[src/rtl/sseg_mux_counter.sv]
// sseg_mux_counter: DIGITS-wide BCD up/down counter with prescaled stepping,
// synchronous clamped load, wrap pulse, and a time-multiplexed active-low
// seven-segment driver for a common-anode display.
//
// Optional feature macro: SSEG_LZB_EN (leading-zero blanking). When defined,
// digits above index 0 that are zero along with every more-significant digit
// are driven blank; dig scanning is unchanged.

// Per-digit cell: ripple step, load clamp and segment decode for one digit.
module sseg_bcd_cell (
  input  logic [3:0] d,
  input  logic       up,
  input  logic       cin,
  input  logic [3:0] ld,
  output logic [3:0] nxt,
  output logic       cout,
  output logic [3:0] ld_sat,
  output logic [7:0] pat
);

  // Ripple step: this digit moves only when every lower digit rolled over.
  always_comb begin
    nxt  = d;
    cout = 1'b0;
    if (cin) begin
      if (up) begin
        if (d >= 4'd9) begin
          nxt  = 4'd0;
          cout = 1'b1;
        end else begin
          nxt = d + 4'd1;
        end
      end else begin
        if (d == 4'd0) begin
          nxt  = 4'd9;
          cout = 1'b1;
        end else begin
          nxt = d - 4'd1;
        end
      end
    end
  end

  // Non-BCD load digits saturate to 9.
  always_comb begin
    ld_sat = (ld > 4'd9) ? 4'd9 : ld;
  end

  // Active-low segment pattern {dp,g,f,e,d,c,b,a}; dp always off.
  always_comb begin
    case (d)
      4'd0:    pat = 8'hC0;
      4'd1:    pat = 8'hF9;
      4'd2:    pat = 8'hA4;
      4'd3:    pat = 8'hB0;
      4'd4:    pat = 8'h99;
      4'd5:    pat = 8'h92;
      4'd6:    pat = 8'h82;
      4'd7:    pat = 8'hF8;
      4'd8:    pat = 8'h80;
      4'd9:    pat = 8'h90;
      default: pat = 8'hFF;
    endcase
  end

endmodule

module sseg_mux_counter #(
  parameter int DIGITS    = 4,
  parameter int SCAN_DIV  = 50000,
  parameter int COUNT_DIV = 50000000
) (
  input  logic                  clk,
  input  logic                  rst,
  input  logic                  en,
  input  logic                  up,
  input  logic                  load,
  input  logic [4*DIGITS-1:0]   load_val,
  output logic [4*DIGITS-1:0]   value,
  output logic                  wrap,
  output logic [7:0]            seg,
  output logic [DIGITS-1:0]     dig
);

  localparam int PW = (COUNT_DIV > 1) ? $clog2(COUNT_DIV) : 1;
  localparam int SW = (SCAN_DIV  > 1) ? $clog2(SCAN_DIV)  : 1;
  localparam int IW = (DIGITS    > 1) ? $clog2(DIGITS)    : 1;

  localparam logic [PW-1:0] PRE_MAX  = PW'(COUNT_DIV - 1);
  localparam logic [SW-1:0] SCAN_MAX = SW'(SCAN_DIV - 1);
  localparam logic [IW-1:0] IDX_MAX  = IW'(DIGITS - 1);

  logic [DIGITS-1:0][3:0] val_q, val_nxt, ld_sat;
  logic [DIGITS-1:0][7:0] pat;
  logic [DIGITS:0]        carry;
  logic [PW-1:0]          pre;
  logic [SW-1:0]          sc;
  logic [IW-1:0]          idx;
  logic [7:0]             seg_nxt;
  logic [DIGITS-1:0]      dig_nxt;

  assign carry[0] = 1'b1;
  assign value    = val_q;

  // One cell per digit; carry[DIGITS] means the whole count rolled over.
  genvar g;
  generate
    for (g = 0; g < DIGITS; g++) begin : g_dig
      sseg_bcd_cell u_cell (
        .d      (val_q[g]),
        .up     (up),
        .cin    (carry[g]),
        .ld     (load_val[4*g +: 4]),
        .nxt    (val_nxt[g]),
        .cout   (carry[g+1]),
        .ld_sat (ld_sat[g]),
        .pat    (pat[g])
      );
    end
  endgenerate

`ifdef SSEG_LZB_EN
  // zhi[i]: digit i and everything above it are zero.
  logic [DIGITS-1:0] zhi;
  generate
    for (g = 0; g < DIGITS; g++) begin : g_zhi
      if (g == DIGITS - 1) begin : g_top
        assign zhi[g] = (val_q[g] == 4'd0);
      end else begin : g_lo
        assign zhi[g] = (val_q[g] == 4'd0) && zhi[g+1];
      end
    end
  endgenerate
`endif

  // Count state: load beats a prescaler step; wrap is a one-cycle pulse.
  always_ff @(posedge clk or posedge rst) begin
    if (rst) begin
      val_q <= '0;
      pre   <= '0;
      wrap  <= 1'b0;
    end else if (load) begin
      val_q <= ld_sat;
      pre   <= '0;
      wrap  <= 1'b0;
    end else if (en) begin
      if (pre == PRE_MAX) begin
        pre   <= '0;
        val_q <= val_nxt;
        wrap  <= carry[DIGITS];
      end else begin
        pre  <= pre + 1'b1;
        wrap <= 1'b0;
      end
    end else begin
      wrap <= 1'b0;
    end
  end

  // Free-running scan timer; advances the active digit at terminal count.
  always_ff @(posedge clk or posedge rst) begin
    if (rst) begin
      sc  <= '0;
      idx <= '0;
    end else if (sc == SCAN_MAX) begin
      sc  <= '0;
      idx <= (idx == IDX_MAX) ? '0 : idx + 1'b1;
    end else begin
      sc <= sc + 1'b1;
    end
  end

  // Pick the pattern and anode for the current slot from this cycle's state.
  always_comb begin
    seg_nxt = pat[idx];
`ifdef SSEG_LZB_EN
    if (idx != '0 && zhi[idx]) seg_nxt = 8'hFF;
`endif
    dig_nxt = ~(DIGITS'(1) << idx);
  end

  // seg and dig registered together so a slot never pairs the wrong digit.
  always_ff @(posedge clk or posedge rst) begin
    if (rst) begin
      seg <= 8'hFF;
      dig <= '1;
    end else begin
      seg <= seg_nxt;
      dig <= dig_nxt;
    end
  end

endmodule

[config.mk]
export PLATFORM = sky130hd
export DESIGN_NAME = sseg_mux_counter
export DESIGN_NICKNAME = d
export VERILOG_FILES = /design/src/rtl/sseg_mux_counter.sv
export SDC_FILE = /design/constraint.sdc
export NUM_CORES = 1
export LEC_CHECK = 0
export ABC_AREA = 0
export CELL_PAD_IN_SITES_DETAIL_PLACEMENT = 0
export CELL_PAD_IN_SITES_GLOBAL_PLACEMENT = 1
export CORE_MARGIN = 1
export CORE_UTILIZATION = 44
export DETAILED_ROUTE_END_ITERATION = 8
export HOLD_SLACK_MARGIN = 0.02
export PLACE_DENSITY_LB_ADDON = 0.1
export SETUP_SLACK_MARGIN = 0.2
export SYNTH_ARGS = -nofsm -noshare
export SYNTH_HDL_FRONTEND = slang
export SYNTH_SLANG_ARGS = --single-unit
export TNS_END_PERCENT = 30
[constraint.sdc]
create_clock -name clk -period 3.7 [get_ports clk]
set_clock_uncertainty 0.05 [all_clocks]
set_input_delay 0.555 -clock clk [delete_from_list [all_inputs] [get_ports clk]]
set_output_delay 0.555 -clock clk [all_outputs]
set_load 0.1 [all_outputs]
# Word-level counts from Yosys, hierarchy flattened
# Memory sizes are Yosys's and may differ from the RTL's.
# Cells that the tools add are included.
totals:
  reg_bits: 73
  mem_bits_ro: 448
  input_bits: 21
  out_inout_bits: 29
  wordCells: 99
  mem_count: 4
mem_list:
  columns: ["name", "depth", "width", "rd", "rd_ports_with_merged_regs", "write_ports", "line", "source"]
  rows:
  - ["(no name shown)", 16, 7, 1, 0, 0, "51", "case (d)"]
  - ["(no name shown)", 16, 7, 1, 0, 0, "51", null]
  - ["(no name shown)", 16, 7, 1, 0, 0, "51", null]
  - ["(no name shown)", 16, 7, 1, 0, 0, "51", null]
op_classes:
  add_sub_neg: 11
  magnitude_cmp: 9
  n_eq_ne: 3
  n_shift: 1
  n_mux: 47
  n_bitwise: 1
  reduce_logical: 13
ops:
  columns: ["cell", "count"]
  rows:
  - ["two-way mux 26 bit", 3]
  - ["two-way mux 4 bit", 19]
  - ["two-way mux 16 bit", 4]
  - ["adder 26 x 1 -> 26 bit (second input constant)", 1]
  - ["== test 26 bit (second input constant)", 1]
  - ["two-way mux 1 bit", 18]
  - ["adder 16 x 1 -> 16 bit (second input constant)", 1]
  - ["adder 4 x 1 -> 4 bit (second input constant)", 4]
  - ["binary-select mux 8 bit (select 2 bit)", 1]
  - ["== test 16 bit (second input constant)", 1]
  - [">= comparator 4 bit (second input constant)", 4]
  - ["> comparator 4 bit (second input constant)", 4]
  - ["zero test 4 bit", 4]
  - ["subtractor 4 x 1 -> 4 bit (second input constant)", 4]
  - ["nonzero test 2 bit", 5]
  - ["AND reduction 3 bit", 3]
  - ["two-way mux 8 bit", 1]
  - ["NOT 4 bit", 1]
  - ["left shift 1 x 2 -> 4 bit (first input constant)", 1]
  - ["less-than comparator 2 x 3 -> 1 bit (second input constant)", 1]
  - ["adder 2 x 1 -> 2 bit (second input constant)", 1]
  - ["== test 2 bit (second input constant)", 1]
  - ["two-way mux 2 bit", 1]
  - ["AND reduction 2 bit", 1]

# Longest topological paths before layout
depth:
  word_depth: 9
  mapped_depth: 8
  ltp_nobuf: 8

# By module
# From an unflattened synthesis, not the netlist that was laid out.
unflattened:
  cells_unflattened: 618
  area_unflattened_um2: 5494.0
by_module_without_submodules:
  columns: ["module", "n_inst", "cells_each", "area_per_inst_um2", "seq_area_each_um2"]
  rows:
  - ["sseg_mux_counter", 1, 333, 3609.7, 1841.8]
  - ["sseg_bcd_cell at g_dig[0].u_cell ...", 3, 75, 495.5, 0.0]
  - ["sseg_bcd_cell at g_dig[2].u_cell", 1, 60, 397.9, 0.0]

# Worst setup path after synthesis
# No wires, ideal clock.
synth_path:
  kind: "register to register"
  start: "register val_q, in the netlist value[1]"
  end: "register val_q, in the netlist value[9]"
  setup_ns: 0.126
  arrival_ns: 2.924
  t_required_ns: 3.524
  slack_ns: 0.600
  stages_incl_launch_ff: 8
  n_path_buf: 0
  synth_period_minus_slack_ns: 3.100
  cell_sequence: "dfrtp_1 > inv_1 > ha_1 > or3b_2 > a31oi_1 > inv_1 > a41o_1 > mux2_2"
synth_between:
  elab_chain_cells: 6
  elab_cells_between_ends: 8
  classes_between: "order compare (1); mux (4); reduce/logical (3)"
synth_rtl:
  columns: ["item", "line", "source"]
  rows:
  - ["from (decl)", "93", "logic [DIGITS-1:0][3:0] val_q, val_nxt, ld_sat;"]
  - ["from (signal assigned)", "143", "val_q <= ld_sat;"]
  - ["from (signal assigned)", "149", "val_q <= val_nxt;"]
  - [">= comparator 4 bit or zero test 4 bit (tied branches)", "27, 34", null]
  - ["two-way mux 1 bit (on tied branches)", "27, 34", null]
  - ["two-way mux 1 bit (*)", "26", "if (up) begin"]
  - ["two-way mux 1 bit (*)", "25", "if (cin) begin"]
  - ["nonzero test 2 bit (no source line) (*)", null, null]
  - ["AND reduction 3 bit (no source line) (*)", null, null]
# Mark *: on every way between the ends. The rest lies on a longest branch, timed or not.
# A chain may end at the register's enable or synchronous reset.

# Worst setup path in the final report
layout_path:
  start: "register val_q, in the netlist value[6]"
  end: "output value[6]"
layout_rtl:
  columns: ["item", "line", "source"]
  rows:
  - ["to (decl)", "79", "output logic [4*DIGITS-1:0] value,"]
# No word-level cell between the ends.

==> out/results.ini <==
[timing]
slew-limit-headroom = 0.349
fin_setup_tns_ns = 0
setup_slack_ns = 0.878
fin_crit_sh = 0.763
min_period_ns = 2.82
setup_viol = 0
worst_slew_pin_slew_ns = 0.973
max_freq_mhz = 354
rsz0062_at_grt = no
final_max_slew_viol_count = 0
hold_viol_final = 0

[finish]
utilization = 0.537
syn_to_final_growth_pct = 16.9
final_area_um2 = 5900
num_antenna_cells = 0
layout-drive-gt1-share = 0.104
finalNetCount = 658
fillers = 1022

[pwr]
power_leakage_nw = 2.42
power_density_nw_per_um2 = 425
max-vdd-ir-drop_mv = 0.327
fin_total_pwr_mw = 2.51

[critical_path]
cp-start-kind = flop
crit_path_end = value[6]
cp_num_cells = 1
slowest_stage = clkdlybuf4s50_1
path_cells = clkdlybuf4s50_1
crit_family = buffers and inverters
end_kind = primary output
rr_endpoint = value[15]
r2r_slack_ns = 0.90
cp_num_buf_inv = 1
slowest_delay_ns = 1.23
crit_arrival_ns = 2.22
crit_type = reg2out
critPathRequiredTime_ns = 3.09
crit_fanout = 17
rr_startpoint = pre[16]
r2r_cells = 6
cp-startpoint = value[6]

[clock_network]
cts_resized = 0
clock-sinks = 72
post_cts_buffers = 0
clock_latency_ns = 0.35
cts_made_buffers = 9
clk_pin_slew_worst_paths_ns = 0.06
htree_levels = 3
root_buffer = clkbuf_16
cts_tree = done
clockBufferDepth = 2
ctsHoldBuffers = 0

[routing]
first_iter_violations = 202
viasPerCell = 5.66
drc = 0
drt-total-wl_um = 12400
wl_per_cell_um = 16.4
ant_nets = 0
vias = 4272
drt_first_pass_iters = 5

[status]
status = completed

[floorplan]
fp.dieH_um = 109
dieArea_um2 = 11900
core.rowCount = 38
start_util = 0.459
dieWidth_um = 109
coreArea_um2 = 11000
io_pins = 50

[logic_synthesis]
synth_area_leader_cell = dfrtp_1
syn_area_per_cell_um2 = 8.74
syn_inst = 577
synth_edf_count = 0
synthTopCellsByArea = dfrtp_1 (30%), ha_1 (6.7%), dfstp_2 (5.7%)
syn_nets = 625
synth_warnings = 0
ys_seq_area_frac = 0.360
synthesis.area_um2 = 5040
synth_top_cell_area_share = 0.303
synth_commonest_cells = dfrtp_1 (61), nor2_1 (53), a21oi_1 (40)
ys_seq_elements = 72
synth_ff_type = dfrtp_1
synthArstFlopShare = 1.00
ys_types = 72
synth_most_common_cell = dfrtp_1

[global_routing]
grt_antenna_before_repair = 0
grt_max_degree = 39
grt_overflow = 0
grt_use_total = 0.228
grt_pass1_wl_um = 20600
grt_pass1_vias = 4096

[run]
maxCapViolations = 0

[worst_hold_path]
hold_path.class = reg2reg
min_from = sc[7]

[placement]
globalplace.congestion = 0.823
io_buffers = 48
placed_area_um2 = 5610
place.detailed.hpwl_um = 8750
dp_slack_ns = 0.787

## placed cells by master (no fill, tap or decap), types with 5 or more instances in the layout
cell type | Yosys | layout
xnor2_1 | 17 | 17
inv_1 | 32 | 31
o22ai_1 | 9 | 9
nor2_1 | 53 | 53
dfstp_2 | 11 | 11
o21ai_0 | 26 | 26
nand2b_1 | 21 | 21
a21oi_1 | 40 | 40
and3_1 | 7 | 7
nand2_1 | 37 | 37
nor2b_1 | 7 | 7
mux2i_1 | 14 | 14
mux2_2 | 5 | 5
nand4_1 | 15 | 15
clkdlybuf4s50_1 | 0 | 44
o21a_1 | 11 | 11
clkbuf_16 | 0 | 9
nand3_1 | 18 | 18
dfrtp_1 | 61 | 61
ha_1 | 27 | 27
xor2_1 | 19 | 19
nor3_1 | 23 | 23
o31ai_1 | 6 | 6
buf_4 | 2 | 11
## stage by stage
stage	hold slack (ns)	cells
2_1_floorplan	0.405	577
3_3_place_gp	0.424	739
3_5_place_dp	0.432	739
4_1_cts	0.448	755
5_1_grt	0.465	755
6_report	0.448	755
## routing by layer
| metal | global-route usage | wire [um] |
|---|---|---|
| met4 | 0.0898 | 226 |
| met2 | 0.367 | 5760 |
| met1 | 0.303 | 5990 |
| met3 | 0.0377 | 389 |
| met5 | 0 | 0 |
## state kept, by name, summed over array words and instances, names as in the netlist
register	flops
dig	4
idx	2
pre	26
sc	16
seg	7
value	16
wrap	1
## power by group
part           internal [mW]  switching [mW]
logic                  0.238           0.502
registers              0.829          0.0813
clock network          0.480           0.377
total                   1.55           0.960
## cell families after synthesis
| group | share of synthesized area |
|---|---|
| flip-flops | 0.360 |
| AO/OA/AOI/OAI | 0.181 |
| adder cells (fa/ha/maj) | 0.0670 |
| multiplexers | 0.0479 |
| other | 0.000743 |
| buffers and inverters | 0.0561 |
| AND/OR/NAND/NOR | 0.225 |
| XOR/XNOR | 0.0625 |
## how the worst min path moves through the flow
stage	to	depth (start not counted)
5_1_grt	sc[10]	1
2_1_floorplan	sc[0]	1
3_3_place_gp	sc[0]	1
3_5_place_dp	sc[7]	1
4_1_cts	sc[7]	1
6_report	sc[7]	1
## final cells by class
| type | count | area, um2 | area share |
|---|---|---|---|
| multi-input combinational | 437 | 2950 | 0.500 |
| sequential | 72 | 1820 | 0.308 |
| timing repair buffer | 56 | 543 | 0.0921 |
| clock buffer | 10 | 239 | 0.0405 |
| tap | 140 | 175 | 0.0297 |
| inverter | 34 | 128 | 0.0216 |
| clock inverter | 6 | 50.0 | 0.00849 |
(Power assumes the default switching activity.)
